**config.mk**
```make
export PLATFORM = sky130hd
export DESIGN_NAME = mem_scan_ctrl_flat
export DESIGN_NICKNAME = d
export VERILOG_FILES = /design/src/rtl/mem_scan_ctrl_if.sv /design/src/rtl/mem_scan_ctrl.sv /design/src/flat_wrapper.sv
export SDC_FILE = /design/constraint.sdc
export NUM_CORES = 1
export LEC_CHECK = 0
export ABC_AREA = 0
export CORE_ASPECT_RATIO = 1.2
export CORE_UTILIZATION = 45
export CTS_CLUSTER_DIAMETER = 40
export CTS_CLUSTER_SIZE = 12
export DETAILED_ROUTE_END_ITERATION = 16
export GPL_ROUTABILITY_DRIVEN = 0
export PLACE_DENSITY = 0.81
export SYNTH_ARGS = -nofsm -noshare
export SYNTH_HDL_FRONTEND = slang
export SYNTH_SLANG_ARGS = --single-unit
```
**constraint.sdc**
```tcl
create_clock -name clk -period 4.31 [get_ports clk]
set_input_delay 0.6465 -clock clk [delete_from_list [all_inputs] [get_ports clk]]
set_output_delay 0.6465 -clock clk [all_outputs]
set_load 0.05 [all_outputs]
```
**src/rtl/mem_scan_ctrl_if.sv**
```systemverilog
// Memory-port and dump-stream bundle for mem_scan_ctrl.
// The master side is the controller; the slave side is the paired memory and the stream consumer.
interface mem_scan_ctrl_if #(
    parameter int unsigned WID_MEM = 15
);
    logic [31:0]        mem_raddr;
    logic [31:0]        mem_waddr;
    logic [WID_MEM-1:0] mem_din;
    logic               mem_we;
    logic [WID_MEM-1:0] mem_dout;
    logic [WID_MEM-1:0] m_data;
    logic               m_valid;
    logic               m_ready;
    logic               m_last;

    modport master (
        output mem_raddr, mem_waddr, mem_din, mem_we, m_data, m_valid, m_last,
        input  mem_dout, m_ready
    );

    modport slave (
        input  mem_raddr, mem_waddr, mem_din, mem_we, m_data, m_valid, m_last,
        output mem_dout, m_ready
    );
endinterface

```
**src/rtl/mem_scan_ctrl.sv**
```systemverilog
// Memory scan controller: fills a memory with seed+addr, or dumps it through a
// 2-entry skid buffer onto a valid/ready stream while accumulating an XOR checksum.
module mem_scan_ctrl #(
    parameter int unsigned WID_MEM   = 15,
    parameter int unsigned DEPTH_MEM = 1024
) (
    input  logic               clk,
    input  logic               reset,
    input  logic               start,
    input  logic               mode,
    input  logic [WID_MEM-1:0] seed,
    input  logic               abort,
    output logic               busy,
    output logic               done,
    output logic [WID_MEM-1:0] checksum,
    mem_scan_ctrl_if.master    bus
);
    localparam int unsigned   AW        = $clog2(DEPTH_MEM);
    localparam logic [AW-1:0] LAST_ADDR = AW'(DEPTH_MEM - 1);

    typedef enum logic [2:0] {IDLE, FILL, DUMP, DRAIN, FIN} state_t;

    state_t             state_q;
    logic [AW-1:0]      raddr_q;
    logic [AW-1:0]      waddr_q;
    logic [WID_MEM-1:0] din_q;
    logic [WID_MEM-1:0] chk_q;
    logic               we_q;
    logic               done_q;
    logic               pend_q;
    logic               last_pend_q;
    logic [WID_MEM-1:0] buf_q [2];
    logic [1:0]         blast_q;
    logic               wr_ptr_q;
    logic               rd_ptr_q;
    logic [1:0]         cnt_q;
    logic [1:0]         cnt_d;

    logic          start_dump;
    logic [AW-1:0] rd_addr;
    logic          rd_last;
    logic          valid;
    logic          pop;
    logic [2:0]    occ;
    logic          issue;

    // The start cycle itself presents address 0 so the first beat is valid two cycles later.
    // A read may issue only if, counting the word in flight, the buffer cannot overflow.
    always_comb begin
        start_dump = (state_q == IDLE) && start && !mode;
        rd_addr    = start_dump ? '0 : raddr_q;
        rd_last    = (rd_addr == LAST_ADDR);
        valid      = (cnt_q != 2'd0);
        pop        = valid && bus.m_ready;
        occ        = 3'(cnt_q) + 3'(pend_q);
        issue      = start_dump ||
                     ((state_q == DUMP) && !abort && (occ <= 3'd1 + 3'(pop)));
        cnt_d      = cnt_q + 2'(pend_q) - 2'(pop);
    end

    always_ff @(posedge clk) begin
        if (!reset) begin
            state_q     <= IDLE;
            raddr_q     <= '0;
            waddr_q     <= '0;
            din_q       <= '0;
            chk_q       <= '0;
            we_q        <= 1'b0;
            done_q      <= 1'b0;
            pend_q      <= 1'b0;
            last_pend_q <= 1'b0;
            buf_q[0]    <= '0;
            buf_q[1]    <= '0;
            blast_q     <= '0;
            wr_ptr_q    <= 1'b0;
            rd_ptr_q    <= 1'b0;
            cnt_q       <= '0;
        end else begin
            pend_q      <= issue;
            last_pend_q <= issue && rd_last;
            if (issue) begin
                raddr_q <= rd_last ? rd_addr : rd_addr + AW'(1);
            end
            if (pend_q) begin
                buf_q[wr_ptr_q]   <= bus.mem_dout;
                blast_q[wr_ptr_q] <= last_pend_q;
                wr_ptr_q          <= ~wr_ptr_q;
            end
            if (pop) begin
                rd_ptr_q <= ~rd_ptr_q;
                chk_q    <= chk_q ^ buf_q[rd_ptr_q];
            end
            cnt_q <= cnt_d;

            // Abort branches come last so their flush overrides the buffer updates above.
            case (state_q)
                IDLE: begin
                    if (start) begin
                        chk_q <= '0;
                        if (mode) begin
                            state_q <= FILL;
                            we_q    <= 1'b1;
                            waddr_q <= '0;
                            din_q   <= seed;
                        end else begin
                            state_q <= DUMP;
                        end
                    end
                end
                FILL: begin
                    if (abort) begin
                        state_q <= IDLE;
                        we_q    <= 1'b0;
                    end else if (waddr_q == LAST_ADDR) begin
                        state_q <= FIN;
                        we_q    <= 1'b0;
                        done_q  <= 1'b1;
                    end else begin
                        waddr_q <= waddr_q + AW'(1);
                        din_q   <= din_q + WID_MEM'(1);
                    end
                end
                DUMP, DRAIN: begin
                    if (abort) begin
                        state_q  <= IDLE;
                        pend_q   <= 1'b0;
                        cnt_q    <= '0;
                        wr_ptr_q <= 1'b0;
                        rd_ptr_q <= 1'b0;
                    end else if (state_q == DUMP) begin
                        if (issue && rd_last) begin
                            state_q <= DRAIN;
                        end
                    end else if (pop && blast_q[rd_ptr_q]) begin
                        state_q <= FIN;
                        done_q  <= 1'b1;
                    end
                end
                FIN: begin
                    state_q <= IDLE;
                    done_q  <= 1'b0;
                end
                default: state_q <= IDLE;
            endcase
        end
    end

    assign bus.mem_raddr = 32'(rd_addr);
    assign bus.mem_waddr = 32'(waddr_q);
    assign bus.mem_din   = din_q;
    assign bus.mem_we    = we_q;
    assign bus.m_data    = buf_q[rd_ptr_q];
    assign bus.m_valid   = valid;
    assign bus.m_last    = valid && blast_q[rd_ptr_q];
    assign busy          = (state_q != IDLE);
    assign done          = done_q;
    assign checksum      = chk_q;
endmodule

```
**src/flat_wrapper.sv**
```systemverilog
// flat-port wrapper written by rule: the top's interface ports become plain ports
module mem_scan_ctrl_flat 
#(
    parameter int unsigned WID_MEM   = 15,
    parameter int unsigned DEPTH_MEM = 1024
)
  (clk, reset, start, mode, seed, abort, busy, done, checksum, bus_mem_raddr, bus_mem_waddr, bus_mem_din, bus_mem_we, bus_m_data, bus_m_valid, bus_m_last, bus_mem_dout, bus_m_ready);
  mem_scan_ctrl_if #(.WID_MEM(WID_MEM)) bus_i ();
  input  logic clk;
  input  logic reset;
  input  logic start;
  input  logic mode;
  input  logic [WID_MEM-1:0] seed;
  input  logic abort;
  output logic busy;
  output logic done;
  output logic [WID_MEM-1:0] checksum;
  output wire logic [$bits(bus_i.mem_raddr)-1:0] bus_mem_raddr;
  output wire logic [$bits(bus_i.mem_waddr)-1:0] bus_mem_waddr;
  output wire logic [$bits(bus_i.mem_din)-1:0] bus_mem_din;
  output wire logic [$bits(bus_i.mem_we)-1:0] bus_mem_we;
  output wire logic [$bits(bus_i.m_data)-1:0] bus_m_data;
  output wire logic [$bits(bus_i.m_valid)-1:0] bus_m_valid;
  output wire logic [$bits(bus_i.m_last)-1:0] bus_m_last;
  input wire logic [$bits(bus_i.mem_dout)-1:0] bus_mem_dout;
  input wire logic [$bits(bus_i.m_ready)-1:0] bus_m_ready;
  assign bus_mem_raddr = bus_i.mem_raddr;
  assign bus_mem_waddr = bus_i.mem_waddr;
  assign bus_mem_din = bus_i.mem_din;
  assign bus_mem_we = bus_i.mem_we;
  assign bus_m_data = bus_i.m_data;
  assign bus_m_valid = bus_i.m_valid;
  assign bus_m_last = bus_i.m_last;
  assign bus_i.mem_dout = bus_mem_dout;
  assign bus_i.m_ready = bus_m_ready;
  mem_scan_ctrl #(.WID_MEM(WID_MEM), .DEPTH_MEM(DEPTH_MEM)) u_core (.clk(clk), .reset(reset), .start(start), .mode(mode), .seed(seed), .abort(abort), .busy(busy), .done(done), .checksum(checksum), .bus(bus_i));
endmodule
```
==> results.tsv <==
stage	metric	value	unit
sta	final slew viol count	0	
sta	Fin. Hold Viols	0	
logic_synthesis	Synth Flop Type	dfxtp_1	
drt	# DRC	0	
floorplanning	die width	97.6	µm
critical_path	reg2reg setup slack	1.02	ns
drt	Starting DRT DRC Count	157	
sta	RSZ-0062 raised after global routing	false	
global_route	largest net degree at the start of global routing	38	
placed_design	dpl ws	0.379	ns
floorplanning	die footprint	11400	µm²
final_layout	fillers	920	
global_route	first-pass GRT wire length	17700	µm
run	Max Cap Viol	0	
clock_network	Sink Count	94	
power_and_ir_drop	leak pwr	0.00233	µW
critical_path	Worst setup EP type	output pin	
sta	fmax	254	MHz
logic_synthesis	mapped cell area	4930	µm²
floorplanning	top-level I/O count	150	
critical_path	reg-to-reg endpoint	u_core.raddr_q[0]$_SDFFE_PN0N_	
floorplanning	Core Area	10600	µm²
sta	Tcrit/Tclk final	0.915	
clock_network	CTS tree	yes	
logic_synthesis	Yosys reg bits	94	
clock_network	Root Driver	clkbuf_16	
critical_path	Worst EP arrival	3.30	ns
final_layout	commonest non-fill, non-tap cells in the layout	clkdlybuf4s50_1 (105), dfxtp_1 (64), conb_1 (44), nor2_1 (43), and2_1 (42)	
final_layout	diode count	0	
final_layout	commonest non-fill, non-tap cell in the layout	clkdlybuf4s50_1	
placed_design	PortBufs	105	
clock_network	Setup Fix Bufs, Post-CTS	0	
clock_network	post_cts resized	0	
clock_network	TritonCTS Buffers	9	
drt	DR WL/cell	14.0	µm
sta	Final Skew	0.00765	ns
min_path	Hold/Removal Path Class	flip-flop to flip-flop	
sta	# setup viols final	0	
sta	final setup margin	0.366	ns
clock_network	CTS Hold Bufs	0	
final_layout	layout cell share with drive strength beyond 1	0.0509	
logic_synthesis	register area share after synthesis	0.442	
drt	vias per cell	5.28	
logic_synthesis	number of enable flip-flop cells after synthesis	30	
floorplanning	Die Span Y	117	µm
floorplanning	starting density of the core	0.467	
sta	Slew @ Worst Pin	1.07	ns
power_and_ir_drop	Peak supply drop	0.209	mV
critical_path	CP max FO	16	
logic_synthesis	Yosys cell types	56	
floorplanning	Site Rows	41	
logic_synthesis	Mapped Avg Cell Area	8.99	µm²
clock_network	Clock Latency Late Sink	0.34	ns
logic_synthesis	yosys warns	0	
drt	final WL	10900	µm
clock_network	Clock Tree Buf Depth	2	
placed_design	post-detail-place hpwl	7790	µm
clock_network	Worst-path clk slew	0.06	ns
clock_network	CTS H-tree lvls	3	
sta	Tmin final	3.94	ns
logic_synthesis	asr flop ratio synth	0	
critical_path	FF-to-FF path depth	9	
critical_path	reg2reg start	u_core.state_q[1]$_SDFFE_PN0P_	
critical_path	crit path launch type	input pin	
critical_path	crit path from	start	
critical_path	Req. time, crit path	3.66	ns
sta	relative slew slack	0.287	
critical_path	CP Capture Point	bus_mem_raddr[6]	
run_status	outcome	completed	
logic_synthesis	Mapped Cells	549	
global_route	total grt overflow	0	
sta	sum of negative setup slack	0	ns
global_route	number of global-route vias before repair	3879	
drt	Pre-Repair DR Iteration Count	4	
power_and_ir_drop	power per cell area	477	nW/µm²
global_route	GRT Resource Usage Total	0.192	
drt	DR vias	4099	
drt	post-route ant nets	0	
critical_path	CP Class	input pin to output pin	
final_layout	nets@finish	689	
final_layout	synth-to-layout area growth	25.6	%
global_route	antenna violations before repair	0	
kinds of logic after synthesis:
family / count (synthesis) / share of synthesized area
and+or+nand+nor: 204 / 0.219
AOI/OAI and AO/OA: 112 / 0.137
buffers and inverters: 96 / 0.111
DFF: 94 / 0.442
muxes: 21 / 0.0428
xor gates and xnor gates: 11 / 0.0195
adders and majority gates: 10 / 0.0269
other: 1 / 0.000760
power breakdown:
part / internal, µW / switching, µW / leakage (µW)
Sequential: 994 / 103 / 0.000830
Clock: 462 / 331 / 0.000138
Combinational: 359 / 709 / 0.00136
metrics by stage:
step | area, µm² | power, µW | hold slack [ns] | std cells | utilization
2_1_floorplan | 5100 | 1910 | 0.454 | 592 | -
3_3_place_gp | 5900 | 2150 | 0.462 | 761 | 0.558
3_5_place_dp | 5900 | 2180 | 0.480 | 761 | 0.558
4_1_cts | 6200 | 2970 | 0.490 | 777 | 0.587
5_1_grt | 6200 | 3100 | 0.500 | 777 | 0.587
6_report | 6200 | 2960 | 0.488 | 777 | 0.587
per-layer routing:
layer	track usage	up-vias	part of all wire
li1	-	2020	-
met4	0.0853	0	0.016
met2	0.354	171	0.51
met1	0.219	1894	0.42
met5	0	-	0
met3	0.0317	14	0.056
sequential cells by signal, indices dropped and copies added, names as in the netlist, 2 cells and up, named ones only:
register and flops:
u_core.blast_q 2, u_core.raddr_q 10, u_core.state_q 3, u_core.buf_q 30, u_core.waddr_q 10, u_core.cnt_q 2, u_core.bus.mem_din 15, u_core.checksum 15
synth_stat cells, drive strengths merged (2+ instances only):
master  number  area share
nand2       40       0.030
nor3b        2      0.0053
xor2         3      0.0053
or3         23       0.029
or4b         2      0.0041
o22ai        4      0.0051
a21oi       39       0.040
o32ai        2      0.0036
clkbuf      16       0.012
edfxtp      30        0.18
ha           9       0.023
o221a        4      0.0091
a211oi       4      0.0061
o31ai        6       0.010
buf         54       0.079
a31oi        7      0.0089
mux2i       20       0.041
nor4         5      0.0063
nor3        10       0.010
nand2b       2      0.0025
nand4        7      0.0089
a21o         3      0.0046
or4          2      0.0030
or3b         3      0.0053
nand3       11       0.011
dfxtp       64        0.26
and2        42       0.053
nor2        43       0.033
and3         5      0.0063
or2          2      0.0025
xnor2        8       0.014
inv         26       0.020
o21a         2      0.0030
and4         2      0.0036
o21ai       32       0.032
a22oi        2      0.0030
layout make-up:
type	count	area, µm²	share of cell area
tap	129	161	0.0260
timing repair buffer	110	1090	0.176
multi-input combinational	402	2370	0.382
inverter	26	97.6	0.0157
clock buffer	10	239	0.0386
sequential	94	2180	0.352
clock inverter	6	61.3	0.00989
worst min path at each step:
stage / from / endpoint / cells past startpoint
floorplan: u_core.raddr_q[1]$_SDFFE_PN0N_ / u_core.raddr_q[1]$_SDFFE_PN0N_ / 2
global placement: u_core.bus.mem_din[14]$_SDFFE_PN0P_ / u_core.bus.mem_din[14]$_SDFFE_PN0P_ / 2
detailed placement: u_core.bus.mem_din[14]$_SDFFE_PN0P_ / u_core.bus.mem_din[14]$_SDFFE_PN0P_ / 2
CTS: u_core.checksum[3]$_SDFF_PN0_ / u_core.checksum[3]$_SDFF_PN0_ / 2
global route: u_core.checksum[8]$_SDFF_PN0_ / u_core.checksum[8]$_SDFF_PN0_ / 2
finish: u_core.checksum[1]$_SDFF_PN0_ / u_core.checksum[1]$_SDFF_PN0_ / 2
worst max-delay path: stages:
cell and delay, ns:
clkdlybuf4s50_1 0.52, or4b_2 0.62, or2_0 0.47, and2_1 0.31, clkdlybuf4s50_1 0.71
No activity file was read; power rests on OpenSTA's default activity.
